File: src/rtl/fft_pkg.sv
// Shared types and sizes for the FFT core.
// Frame length is 2**FFT_N complex points of 2*FFT_BIT_WIDTH bits.
package fft_pkg;

  localparam int FFT_BIT_WIDTH = 16;
  localparam int FFT_N         = 9;

  typedef enum logic [1:0] {
    LOAD  = 2'd0,
    START = 2'd1,
    WAIT  = 2'd2
  } loader_state_t;

  typedef logic [2*FFT_BIT_WIDTH-1:0] cplx_word_t;

endpackage

File: src/rtl/fft_loader_sample_pair_avg.sv
// 2:1 decimator used by fft_loader when DECIM2_EN is defined.
// Holds the first sample of a pair; the second emits floor((a+b)/2).
module sample_pair_avg #(
  parameter int W = 16
) (
  input  logic         clk,
  input  logic         rst_n,
  input  logic         clr,
  input  logic         in_valid,
  input  logic [W-1:0] in_data,
  output logic         out_valid,
  output logic [W-1:0] out_data
);

  logic         half_q, half_d;
  logic [W-1:0] hold_q, hold_d;
  logic [W:0]   sum;

  always_comb begin
    half_d = half_q;
    hold_d = hold_q;
    if (clr) begin
      half_d = 1'b0;
    end else if (in_valid) begin
      half_d = ~half_q;
      if (!half_q) hold_d = in_data;
    end
  end

  // Sign-extend one bit so the sum cannot overflow before the shift.
  assign sum       = {hold_q[W-1], hold_q} + {in_data[W-1], in_data};
  assign out_data  = sum[W:1];
  assign out_valid = in_valid & half_q & ~clr;

  always_ff @(posedge clk or negedge rst_n) begin
    if (!rst_n) begin
      half_q <= 1'b0;
      hold_q <= '0;
    end else begin
      half_q <= half_d;
      hold_q <= hold_d;
    end
  end

endmodule

File: src/rtl/fft_loader.sv
// Input-side load stage of the FFT core: sample stream -> RAM0 writes.
// Optional DECIM2_EN inserts a 2:1 pair-averaging decimator.
module fft_loader
  import fft_pkg::*;
#(
  parameter int BIT_WIDTH = FFT_BIT_WIDTH,
  parameter int N         = FFT_N
) (
  input  logic                   clk,
  input  logic                   reset,
  input  logic                   sample_valid,
  input  logic [BIT_WIDTH-1:0]   sample_data,
  output logic                   sample_ready,
  input  logic                   fft_done,
  output logic                   fft_load,
  output logic [N-1:0]           add_rd,
  output logic [2*BIT_WIDTH-1:0] wd,
  output logic                   fft_start,
  output logic                   busy,
  output logic [7:0]             frame_cnt
);

  loader_state_t state_q, state_d;

  logic [N-1:0]           cnt_q, cnt_d;
  logic                   fft_load_q, fft_load_d;
  logic [N-1:0]           add_rd_q, add_rd_d;
  logic [2*BIT_WIDTH-1:0] wd_q, wd_d;
  logic                   fft_start_q, fft_start_d;
  logic                   busy_q, busy_d;
  logic [7:0]             frame_q, frame_d;

  logic                   accept;
  logic                   wr_vld;
  logic [BIT_WIDTH-1:0]   wr_dat;

  assign sample_ready = (state_q == LOAD);
  assign accept       = sample_valid & sample_ready;

`ifdef DECIM2_EN
  sample_pair_avg #(
    .W (BIT_WIDTH)
  ) u_avg (
    .clk       (clk),
    .rst_n     (reset),
    .clr       (state_q == START),
    .in_valid  (accept),
    .in_data   (sample_data),
    .out_valid (wr_vld),
    .out_data  (wr_dat)
  );
`else
  assign wr_vld = accept;
  assign wr_dat = sample_data;
`endif

  always_comb begin
    state_d     = state_q;
    cnt_d       = cnt_q;
    frame_d     = frame_q;
    add_rd_d    = add_rd_q;
    wd_d        = wd_q;
    fft_load_d  = wr_vld;
    fft_start_d = (state_q == START);
    if (wr_vld) begin
      add_rd_d = cnt_q;
      wd_d     = {wr_dat, {BIT_WIDTH{1'b0}}};
    end
    unique case (state_q)
      LOAD: begin
        if (wr_vld) begin
          cnt_d = cnt_q + 1'b1;
          if (cnt_q == {N{1'b1}}) state_d = START;
        end
      end
      START: begin
        cnt_d   = '0;
        state_d = WAIT;
      end
      WAIT: begin
        if (fft_done) begin
          frame_d = frame_q + 8'd1;
          state_d = LOAD;
        end
      end
      default: state_d = LOAD;
    endcase
    busy_d = (state_d != LOAD);
  end

  always_ff @(posedge clk or negedge reset) begin
    if (!reset) begin
      state_q     <= LOAD;
      cnt_q       <= '0;
      fft_load_q  <= 1'b0;
      add_rd_q    <= '0;
      wd_q        <= '0;
      fft_start_q <= 1'b0;
      busy_q      <= 1'b0;
      frame_q     <= 8'd0;
    end else begin
      state_q     <= state_d;
      cnt_q       <= cnt_d;
      fft_load_q  <= fft_load_d;
      add_rd_q    <= add_rd_d;
      wd_q        <= wd_d;
      fft_start_q <= fft_start_d;
      busy_q      <= busy_d;
      frame_q     <= frame_d;
    end
  end

  assign fft_load  = fft_load_q;
  assign add_rd    = add_rd_q;
  assign wd        = wd_q;
  assign fft_start = fft_start_q;
  assign busy      = busy_q;
  assign frame_cnt = frame_q;

endmodule

File: config.mk
export PLATFORM = sky130hd
export DESIGN_NAME = fft_loader
export DESIGN_NICKNAME = d
export VERILOG_FILES = /design/src/rtl/fft_pkg.sv /design/src/rtl/fft_loader_sample_pair_avg.sv /design/src/rtl/fft_loader.sv
export SDC_FILE = /design/constraint.sdc
export NUM_CORES = 1
export LEC_CHECK = 0
export CORE_UTILIZATION = 42
export CTS_BUF_LIST = sky130_fd_sc_hd__clkbuf_16
export DETAILED_ROUTE_END_ITERATION = 8
export PLACE_DENSITY_LB_ADDON = 0.3
export SYNTH_ARGS = -nofsm -noshare
export SYNTH_HDL_FRONTEND = slang
export SYNTH_SLANG_ARGS = --single-unit
File: constraint.sdc
create_clock -name clk -period 4.7 [get_ports clk]
set_clock_uncertainty 0.05 [all_clocks]
set_input_delay 1.41 -clock clk [delete_from_list [all_inputs] [get_ports clk]]
set_output_delay 1.41 -clock clk [all_outputs]
set_load 0.02 [all_outputs]
==> results of run 1 <==
flip-flops by register name, summed over array words and instances, names as in the netlist:
register   cells
cnt_q          9
wd            16
fft_load       1
frame_cnt      8
state_q        2
add_rd         9
busy           1
fft_start      1
worst max-delay path by stage:
| stage | end | slack (ns) |
|---|---|---|
| 2_1_floorplan | cnt_q[7] | 2.11 |
| 3_3_place_gp | cnt_q[6] | 1.24 |
| 3_5_place_dp | cnt_q[6] | 1.14 |
| 4_1_cts | cnt_q[6] | 1.45 |
| 5_1_grt | cnt_q[6] | 1.30 |
| 6_report | cnt_q[6] | 1.43 |
logic make-up (layout without fill, tap and decap cells):
group / Yosys count / in the layout
buf+inv: 30 / 70
fa+ha+maj: 3 / 3
other cells: 1 / 16
flops: 47 / 47
simple gates: 117 / 117
compound gates: 15 / 15
mux: 2 / 2
xor+xnor: 7 / 7
report_power, final:
part	internal (uW)	switching (uW)	leakage (uW)
clock	194	146	0.0000710
sequential	474	63.4	0.000587
combinational	129	147	0.000690
critical path, cell delays in order:
cell	delay [ns]
sky130_fd_sc_hd__clkdlybuf4s50_1	0.51
sky130_fd_sc_hd__or3b_1	0.37
sky130_fd_sc_hd__inv_1	0.68
sky130_fd_sc_hd__o21ai_0	0.24
sky130_fd_sc_hd__a31oi_1	0.21
area by class of cell:
type	instances	area, sq um	area share (%)
Multi-Input combinational cell	160	777	28.2
Clock buffer	5	125	4.53
Tap cell	67	83.8	3.04
Timing Repair Buffer	57	563	20.4
Clock inverter	3	16.3	0.589
Inverter	5	18.8	0.680
Sequential cell	47	1180	42.6
synthesized netlist by cell type:
library cell	n
sky130_fd_sc_hd__nand3_1	6
sky130_fd_sc_hd__nand2b_1	3
sky130_fd_sc_hd__or2_2	1
sky130_fd_sc_hd__a311o_1	1
sky130_fd_sc_hd__nor3_1	4
sky130_fd_sc_hd__nand2_1	86
sky130_fd_sc_hd__a21oi_1	2
sky130_fd_sc_hd__or4_1	1
sky130_fd_sc_hd__nor4_1	1
sky130_fd_sc_hd__buf_4	16
sky130_fd_sc_hd__mux2i_1	2
sky130_fd_sc_hd__dfrtp_1	47
sky130_fd_sc_hd__inv_1	5
sky130_fd_sc_hd__and3b_1	1
sky130_fd_sc_hd__nand4_1	3
sky130_fd_sc_hd__and4_1	1
sky130_fd_sc_hd__a22o_1	1
sky130_fd_sc_hd__o31ai_1	1
sky130_fd_sc_hd__xnor2_1	4
sky130_fd_sc_hd__o21ai_0	7
sky130_fd_sc_hd__buf_2	5
sky130_fd_sc_hd__a31oi_1	1
sky130_fd_sc_hd__or3b_1	1
sky130_fd_sc_hd__clkbuf_1	4
sky130_fd_sc_hd__conb_1	1
sky130_fd_sc_hd__o21ba_2	1
sky130_fd_sc_hd__nor2_1	5
sky130_fd_sc_hd__o31a_1	1
sky130_fd_sc_hd__ha_1	3
sky130_fd_sc_hd__nand3b_1	1
sky130_fd_sc_hd__xor2_1	3
sky130_fd_sc_hd__and2_1	3
metrics by stage:
step           utilization [%]  total power [uW]  std cells
6_report                  58.1              1150        344
4_1_cts                   58.1              1160        344
2_1_floorplan                -               697        237
5_1_grt                   58.1              1220        344
3_5_place_dp              55.1               821        336
3_3_place_gp              55.1               816        336
per-layer routing:
| metal | track usage (%) | up-vias |
|---|---|---|
| met3 | 5.28 | 5 |
| li1 | - | 786 |
| met1 | 22.3 | 742 |
| met5 | 0 | - |
| met2 | 25.4 | 60 |
| met4 | 5.23 | 0 |
==> impl_summary.md, run 1 <==
Run status
The flow ran to the end, and the final reports show no timing, DRC or antenna violations.

Logic synthesis
After synthesis, the largest family of logic cells by area is simple AND/OR/NAND/NOR gates. The XOR/XNOR share of the synthesized area is about 3%. The simple-gate area share of the yosys netlist is between 20% and 30%. Summed over all instances, the cell type with the most area after synthesis is sky130_fd_sc_hd__dfrtp_1. For this run, the register share of the synthesized area comes to 56.7%. In this run the cell area of the synthesized design comes to 0.00208 sq mm. After synthesis, the cell types taking the most area are sky130_fd_sc_hd__dfrtp_1, sky130_fd_sc_hd__nand2_1, sky130_fd_sc_hd__buf_4. The count of cell types in the netlist is 32. The number of warnings issued by yosys is 0. Of the total synthesized cell area, the portion taken by full adders, half adders and majority gates is under 10%.

The average size of a mapped cell is roughly 9.4 sq um. The top-area cell type share of the netlist area is a little under three fifths. Of the post-synthesis cell area, the part taken by muxes is less than 1%. The gate count after technology mapping is ~220. The count of state elements after synthesis is 47. The post-synthesis compound-gate area fraction is 4.64%.

Detailed routing
Using the TritonRoute via totals, the vias-per-cell ratio works out to around 4.6. The routed wire length on met2 is 1720 um. Dividing the detail-routed wire length by the instance count gives ~11 um. The count of nets left with antenna violations once routing finished came out at 0.

Summing over every cut layer, the via total after detailed routing is ~1600. After detailed routing, the total wire length is around 4000 um. The met1 routed wirelength after detailed routing is around 1900 um. Summed over all nets, wire length on met3 after detailed routing comes to 287 um. The top routing layer in use is met4.

Before antenna repair, the detailed router went through 4 iterations. The DRC violations left is 0. The iteration-0 DRC count of the detailed router is 71.

Setup path
The largest fanout on the critical path is 30. In this run the critical register-to-register path is launched from state_q[1]. The worst reg2reg path depth is 4.

The type of element capturing the critical path is a flop. The category of the worst setup path launch point is a primary input. Data arrives at the worst endpoint at about 3.4 ns. The endpoint required time on the critical path is 4.86 ns. The critical path launch point is sample_valid. The endpoint of the worst register-to-register path is cnt_q[6]. The type of the setup path with the least slack is in2reg. The worst setup slack for register-to-register paths is approximately 2.5 ns.

STA
The final critical path time including I/O delays and setup is approximately 3.3 ns. Setup repair after global routing left no endpoint under its margin. In this run the tightest slew margin relative to its limit is about a third. The final critical path takes up between 60 and 70% of the cycle. The final worst-path setup slack is around 1.4 ns. The maximum operating frequency is ~310 MHz.

For the pin with the worst max-slew slack, the measured transition is 1.01 ns. For the final routed database, the setup TNS stands at 0 ns. Setup violations remaining at the end of the flow were counted as 0. Final hold analysis gives a worst-case slack of about 0.42 ns. The final number of max-transition violations is 0. The number of failing hold endpoints at the final stage came to 0.

Floorplan
The initial utilization of the core area, before any placement, comes to 43.7%. The die is ~72 um tall. The area enclosed by the die boundary is 0.00523 sq mm. From left edge to right edge, the die measures ~72 um. The top-level I/O count is 73. The core region is 0.00475 sq mm. The number of placement rows is 25.

Cells and area
0 antenna diodes ended up in the layout. The most frequent standard cell in the layout excluding fill and tap cells is sky130_fd_sc_hd__nand2_1. The final cell area excluding filler cells is between 0.002 and 0.003 sq mm. The share of post-route cells with drive strength above 1 is under 10%. Relative to the synthesized area, the layout overhead comes to 33.0%. The net total in the final layout is between 200 and 300.

The filler cells instantiated in the layout total between 400 and 500. In the layout the commonest cells are sky130_fd_sc_hd__nand2_1, sky130_fd_sc_hd__clkdlybuf4s50_1, sky130_fd_sc_hd__dfrtp_1, sky130_fd_sc_hd__conb_1, sky130_fd_sc_hd__o21ai_0.

Clock network
The post-CTS setup buffer count is 0. CTS placed an instance of sky130_fd_sc_hd__clkbuf_16 at the clock tree root. The largest buffer count on any clock path is 2. In this run the number of H-tree levels came out at 2. The later pin in the worst-skew pair is clocked with a latency of approximately 0.28 ns. In this run, post-CTS hold repair placed 0 buffers.

TritonCTS built the clock tree. The clock-pin slew on the worst setup and hold paths is 0.06 ns. In this run, post-CTS repair resized a total of 0 instances.

Clock tree synthesis found a total of 47 sinks. The CTS buffer count is 5.

Power and ir drop
The worst-case IR drop observed on VDD is around 0.21 mV. For this design the ratio of total power to cell area is approximately 420 mW/mm^2. For this design the static power due to leakage is about 0.0013 uW.

Worst hold path
In this run the most critical hold path is launched from frame_cnt[7]. The class of the worst hold path is reg2reg. The path with the worst hold slack has its endpoint at frame_cnt[7]. The number of cells on the worst hold path is 1.

Global route
The global route total overflow is 0. The largest net degree at the start of global routing is 48. The first global-routing pass estimated 6710 um of wire. The total global-route track usage is 16.5%. The initial antenna violation count is 0. The number of global-route vias before repair came to ~1500.

Run
Max-cap violations in this run came to 0.

Placement
The congestion estimate from routability-driven global placement came to between 0.7 and 0.8. Summing all placed instances gives a cell area of between 0.002 and 0.003 sq mm. The quantity of I/O buffers inserted on ports is 56.

Before CTS, the worst setup slack after placement is around 1.1 ns. The wire-length estimate of the detail-placed layout is 2570 um.
No activity file was read; power rests on OpenSTA's default activity.
==> inputs of run 2 (changes only) <==
==> constraint.sdc (replaced) <==
create_clock -name clk -period 3.15 [get_ports clk]
set_clock_uncertainty 0.05 [all_clocks]
set_input_delay 0.945 -clock clk [delete_from_list [all_inputs] [get_ports clk]]
set_output_delay 0.945 -clock clk [all_outputs]
set_load 0.02 [all_outputs]
==> impl_summary.md, run 2 (same netlist as run 1, synthesis figures left out) <==
Detailed routing
The number of vias per cell was 4.68 (was 4.63). The number of vias after detailed routing came to 1630 (was 1593). The number of nets with antenna violations after detailed routing is 0 (unchanged). The detailed-route wire length per cell is 11.7 um (was 11.5 um).

The DRC violations left is 0 (unchanged). The wire length after detailed routing is 4060 um (was 3960 um). The iteration-0 DRC count of the detailed router was 46 (was 71). The length of the first detailed-routing pass in iterations was 4 (unchanged).

Floorplan
The placeable core area is 0.00475 sq mm (unchanged). The top-level I/O count came to 73 (unchanged). The number of placement rows is 25 (unchanged). The die extent in y is 72.3 um (unchanged). The area enclosed by the die boundary was 0.00523 sq mm (unchanged). The effective utilization at floorplan is 43.7% (unchanged). The die span in x is 72.3 um (unchanged).

Cells and area
Leading cell types in the layout, fill and taps excluded: sky130_fd_sc_hd__nand2_1, sky130_fd_sc_hd__clkdlybuf4s50_1, sky130_fd_sc_hd__dfrtp_1, sky130_fd_sc_hd__conb_1, sky130_fd_sc_hd__o21ai_0 (unchanged). The layout overhead on the synthesized area is 35.5% (was 33.0%). The net total in the final layout is 303 (was 299). The final cell area excluding filler cells is 0.00281 sq mm (was 0.00276 sq mm). The most frequent standard cell in the layout excluding fill and tap cells is sky130_fd_sc_hd__nand2_1 (unchanged). The number of flip-flops under the largest register name is 16 (unchanged). The share of post-route cells with drive strength above 1 came to 5.34% (was 3.97%). The count of antenna diodes in the layout was 0 (unchanged).

The number of fill cells in the layout was 429 (was 438).

Placement
The quantity of I/O buffers inserted on ports is 56 (unchanged). The placed instance area is 0.00265 sq mm (was 0.00262 sq mm). The weighted congestion reported at the end of routability-driven placement was 0.792 (was 0.759).

The post-DP HPWL came to 2900 um (was 2570 um).

Global route
The initial antenna violation count came to 0 (unchanged). The largest net degree at the start of global routing is 29 (was 48). The wire length of the first global-routing pass was 6670 um (was 6710 um). The number of global-route vias before repair is 1511 (was 1463). The total global-route track usage came to 16.6% (was 16.5%). The global route total overflow came to 0 (unchanged).

Setup path
The endpoint required time on the critical path is 2.15 ns (was 4.86 ns). The type of element capturing the critical path is an output pin (was flop). The largest fanout on the critical path is 13 (was 30). The worst endpoint data arrival time came to 1.57 ns (was 3.42 ns).

CP cell instances: nor2_1 -> clkdlybuf4s50_1 (was clkdlybuf4s50_1 -> or3b_1 -> inv_1 -> o21ai_0 -> a31oi_1). The master of the slowest instance on the critical path is sky130_fd_sc_hd__clkdlybuf4s50_1 (was sky130_fd_sc_hd__inv_1). The type of the setup path with the least slack is reg2out (was in2reg). The category of the worst setup path launch point is a flop (was primary input).

The largest delay contributor family on the critical path is buffers and inverters (unchanged). The highest cell delay on the worst timing path was 0.61 ns (was 0.68 ns). The buffer and inverter count on the worst path is 1 (was 2).

Clock network
The later-pin clock latency in the skew report came to 0.28 ns (about the same). The total number of H-tree levels came to 2 (unchanged). The clock tree from TritonCTS is yes (unchanged). The number of sinks handled by clock tree synthesis came to 47 (unchanged). The clock-pin slew on the worst setup and hold paths is 0.06 ns (about the same). The number of instances resized during post-cts repair is 0 (unchanged). The hold-fix buffer count after cts is 0 (unchanged). The post-CTS setup buffer count was 0 (unchanged).

The largest buffer count on any clock path is 2 (unchanged). The CTS buffer count is 5 (unchanged). The cell at the root of the clock tree is sky130_fd_sc_hd__clkbuf_16 (unchanged).

STA
The number of failing hold endpoints at the final stage came to 0 (unchanged). The final critical path time including I/O delays and setup is approximately 2.6 ns. The final number of max-transition violations is 0 (unchanged). Based on the critical path, the design can be clocked at up to around 390 MHz. The final count of negative-setup-slack endpoints came to 0 (unchanged).

The setup TNS is 0 ns (unchanged). The final clock period utilization by the worst path is 81.4%. Setup repair after global routing missed its margin: no (unchanged).

Power and ir drop
The leakage power summed over all cells is 0.00138 uW (was 0.00135 uW). The power per unit of standard cell area came to 639 mW/mm^2 (was 418 mW/mm^2). The worst supply voltage drop on vdd was 0.292 mV (was 0.213 mV). The final total power came to 1800 uW (was 1150 uW).

Run status
Status: finished clean (unchanged).

Worst hold path
The class of the worst hold path is reg2reg (unchanged).

Run
The number of max-cap violations is 0 (unchanged).
-- run 2: cell count changes in the layout (fill, tap and decap cells not counted) --
cell / previous run / this run
sky130_fd_sc_hd__bufinv_16: 0 / 1
sky130_fd_sc_hd__clkinvlp_4: 1 / 0
sky130_fd_sc_hd__clkinv_1: 0 / 1
sky130_fd_sc_hd__buf_4: 1 / 5
sky130_fd_sc_hd__inv_1: 6 / 5
-- run 2: report_power, final --
part           internal [uW]  switching, uW  total [uW]
Sequential               707           99.5         806
Clock                    370            206         575
Combinational            196            220         416
Total                   1270            525        1800
-- run 2: per-stage QoR --
| step | util [%] | hold slack (ns) | worst slack (ns) | instances |
|---|---|---|---|---|
| finish | 59.2 | 0.411 | 0.587 | 348 |
| global route | 59.2 | 0.425 | 0.510 | 348 |
| CTS | 59.2 | 0.420 | 0.597 | 348 |
| detailed placement | 55.7 | 0.408 | 0.487 | 340 |
| global placement | 55.7 | 0.406 | 0.512 | 340 |
| floorplan | - | 0.417 | 1.02 | 237 |
-- run 2: area by class of cell --
class / instances / area (sq um) / area share, %
clock buffer: 5 / 125 / 4.45
clock inverter: 3 / 38.8 / 1.38
inverter: 5 / 18.8 / 0.667
multi-input combinational: 160 / 777 / 27.6
sequential: 47 / 1180 / 41.8
tap: 67 / 83.8 / 2.98
timing repair buffer: 61 / 593 / 21.1
-- run 2: path summary, 6_finish.rpt --
check                                  start           end  slack (ns)  cells after the start
worst max-delay path              state_q[1]  sample_ready        0.59                      2
worst min register to register  frame_cnt[7]  frame_cnt[7]        0.41                      1
min in group asynchronous              reset      cnt_q[3]        0.55                      1
worst min-delay path            frame_cnt[7]  frame_cnt[7]        0.41                      1
worst max register to register    state_q[1]      cnt_q[7]        1.39                      3
max in group asynchronous              reset        wd[30]        1.80                      2
-- run 2: per-layer routing --
metal  track usage (%)  up-vias  wire, um
met5                 0        -         0
met4              5.01        0        36
met3              5.42        5       271
met2              26.3       61      1890
met1              21.8      772      1860
li1                  -      792         -
==> inputs of run 3 (changes only) <==
==> constraint.sdc (replaced) <==
create_clock -name clk -period 2.6 [get_ports clk]
set_clock_uncertainty 0.05 [all_clocks]
set_input_delay 0.78 -clock clk [delete_from_list [all_inputs] [get_ports clk]]
set_output_delay 0.78 -clock clk [all_outputs]
set_load 0.02 [all_outputs]
==> impl_summary.md, run 3 (same netlist as run 1, synthesis figures left out) <==
Detailed routing
The number of vias after detailed routing was 1577 (was 1630). The number of vias per cell is 4.51 (was 4.68). The DRC violations left was 0 (unchanged). The iteration-0 DRC count of the detailed router is 123 (was 46). The length of the first detailed-routing pass in iterations is 4 (unchanged). The number of nets with antenna violations after detailed routing is 0 (unchanged). The detailed-route wire length per cell is 11.1 um (was 11.7 um). The wire length after detailed routing is 3890 um (was 4060 um).

Cells and area
The number of flip-flops under the largest register name is 16 (unchanged). The number of fill cells in the layout came to 432 (was 429). The count of antenna diodes in the layout is 0 (unchanged). The final cell area excluding filler cells is 0.00280 sq mm (was 0.00281 sq mm). The layout overhead on the synthesized area was 35.0% (was 35.5%). The net total in the final layout is 305 (was 303). The share of post-route cells with drive strength above 1 came to 5.65% (was 5.34%). The most frequent standard cell in the layout excluding fill and tap cells is sky130_fd_sc_hd__nand2_1 (unchanged). Leading cell types in the layout, fill and taps excluded: sky130_fd_sc_hd__nand2_1, sky130_fd_sc_hd__clkdlybuf4s50_1, sky130_fd_sc_hd__dfrtp_1, sky130_fd_sc_hd__conb_1 (was sky130_fd_sc_hd__nand2_1, sky130_fd_sc_hd__clkdlybuf4s50_1, sky130_fd_sc_hd__dfrtp_1, sky130_fd_sc_hd__conb_1, sky130_fd_sc_hd__o21ai_0).

STA
The final number of max-transition violations is 0 (unchanged). The transition time at the pin with the least slew margin is roughly 0.58 ns. The number of failing hold endpoints at the final stage is 0 (unchanged). Derived from the worst setup path, the maximum achievable clock frequency is 429 MHz. The normalized max-slew margin is around three fifths.

The final critical path time including I/O delays and setup is approximately 2.3 ns. The setup TNS is 0 ns (unchanged). The final count of negative-setup-slack endpoints is 0 (unchanged). The final clock period utilization by the worst path is around 90%. The final worst-path setup slack is 0.267 ns (was 0.587 ns). The worst-case hold slack came to 0.422 ns (was 0.411 ns). Setup repair after global routing missed its margin: no (unchanged).

Clock network
The number of instances resized during post-cts repair is 0 (unchanged). The number of sinks handled by clock tree synthesis is 47 (unchanged). The clock-pin slew on the worst setup and hold paths is 0.06 ns (about the same). The total number of H-tree levels came to 2 (unchanged). The largest buffer count on any clock path is 2 (unchanged). The post-CTS setup buffer count is 0 (unchanged). The hold-fix buffer count after cts is 0 (unchanged). The clock tree from TritonCTS is yes (unchanged). The cell at the root of the clock tree is sky130_fd_sc_hd__clkbuf_16 (unchanged).

The later-pin clock latency in the skew report was 0.28 ns (about the same). The CTS buffer count is 5 (unchanged).

Global route
The global route total overflow was 0 (unchanged). The wire length of the first global-routing pass is 6580 um (was 6670 um). The total global-route track usage is 16.3% (was 16.6%). The largest net degree at the start of global routing is 48 (was 29). The initial antenna violation count is 0 (unchanged). The number of global-route vias before repair is 1501 (was 1511).

Setup path
The worst setup slack for register-to-register paths is 0.86 ns (was 1.39 ns). The highest cell delay on the worst timing path is 0.61 ns (about the same). The type of the setup path with the least slack is reg2out (unchanged). The master of the slowest instance on the critical path is sky130_fd_sc_hd__clkdlybuf4s50_1 (unchanged). The startpoint of the lowest-slack register-to-register path was state_q[1] (unchanged). CP cell instances: nor2_1 -> clkdlybuf4s50_1 (unchanged). The worst reg2reg path depth was 4 (was 3).

The category of the worst setup path launch point is a flop (unchanged). The endpoint required time on the critical path is 1.77 ns (was 2.15 ns). The largest fanout on the critical path is 11 (was 13). The endpoint of the worst register-to-register path is cnt_q[7] (unchanged).

The type of element capturing the critical path is an output pin (unchanged). The worst endpoint data arrival time is 1.50 ns (was 1.57 ns).

Power and ir drop
The power per unit of standard cell area is 737 mW/mm^2 (was 639 mW/mm^2). The leakage power summed over all cells is 0.00138 uW (about the same). The final total power came to 2070 uW (was 1800 uW). The worst supply voltage drop on vdd came to 0.338 mV (was 0.292 mV).

Floorplan
The number of placement rows came to 25 (unchanged). The die span in x is 72.3 um (unchanged). The area enclosed by the die boundary is 0.00523 sq mm (unchanged).

The die extent in y was 72.3 um (unchanged). The top-level I/O count was 73 (unchanged). The placeable core area is 0.00475 sq mm (unchanged).

The effective utilization at floorplan is 43.7% (unchanged).

Placement
The quantity of I/O buffers inserted on ports came to 56 (unchanged). The post-place setup slack was 0.114 ns (was 0.487 ns). The weighted congestion reported at the end of routability-driven placement is 0.821 (was 0.792). The post-DP HPWL came to 2740 um (was 2900 um). The placed instance area was 0.00266 sq mm (was 0.00265 sq mm).

Worst hold path
The terminating pin of the worst hold path is wd[23] (was frame_cnt[7]). The class of the worst hold path is reg2reg (unchanged). The launch point of the worst hold path is wd[23] (was frame_cnt[7]). The number of cells on the worst hold path is 2 (was 1).

Run status
Status: finished clean (unchanged).

Run
The number of max-cap violations is 0 (unchanged).
-- run 3: cell type report --
cell class | count | area (sq um) | share of cell area, %
sequential | 47 | 1180 | 42.0
tap | 67 | 83.8 | 2.99
timing repair buffer | 63 | 608 | 21.7
clock inverter | 3 | 12.5 | 0.447
multi-input combinational | 160 | 777 | 27.7
inverter | 5 | 18.8 | 0.670
clock buffer | 5 | 125 | 4.47
-- run 3: through the flow --
stage	utilization [%]	std cells
6_report	58.9	350
5_1_grt	58.9	350
4_1_cts	58.9	350
3_5_place_dp	56.0	342
3_3_place_gp	56.0	342
2_1_floorplan	-	237
-- run 3: how the worst max path moves through the flow --
stage	to	depth (start not counted)	start	slack, ns
5_1_grt	sample_ready	2	state_q[0]	0.20
3_5_place_dp	cnt_q[7]	4	sample_valid	0.11
3_3_place_gp	cnt_q[7]	4	sample_valid	0.14
4_1_cts	sample_ready	2	state_q[0]	0.25
6_report	sample_ready	2	state_q[0]	0.27
2_1_floorplan	cnt_q[7]	4	sample_valid	0.64
-- run 3: layer usage --
metal | wire length (um) | global-route usage (%)
met5 | 0 | 0
met4 | 17 | 6.32
met3 | 244 | 5.42
met2 | 1780 | 26.2
met1 | 1850 | 20.4
-- run 3: critical path, delay by kind of cell (launching register included) --
kind | cells | cell delay, ns
flops | 1 | 0.48
simple gates | 1 | 0.13
buf+inv | 1 | 0.61
-- run 3: where the power goes --
part           leakage, uW  internal [uW]  switching, uW  total [uW]
Sequential        0.000587            857            114         971
Clock            0.0000762            347            242         589
Combinational     0.000720            239            266         505
Total              0.00138           1440            623        2070
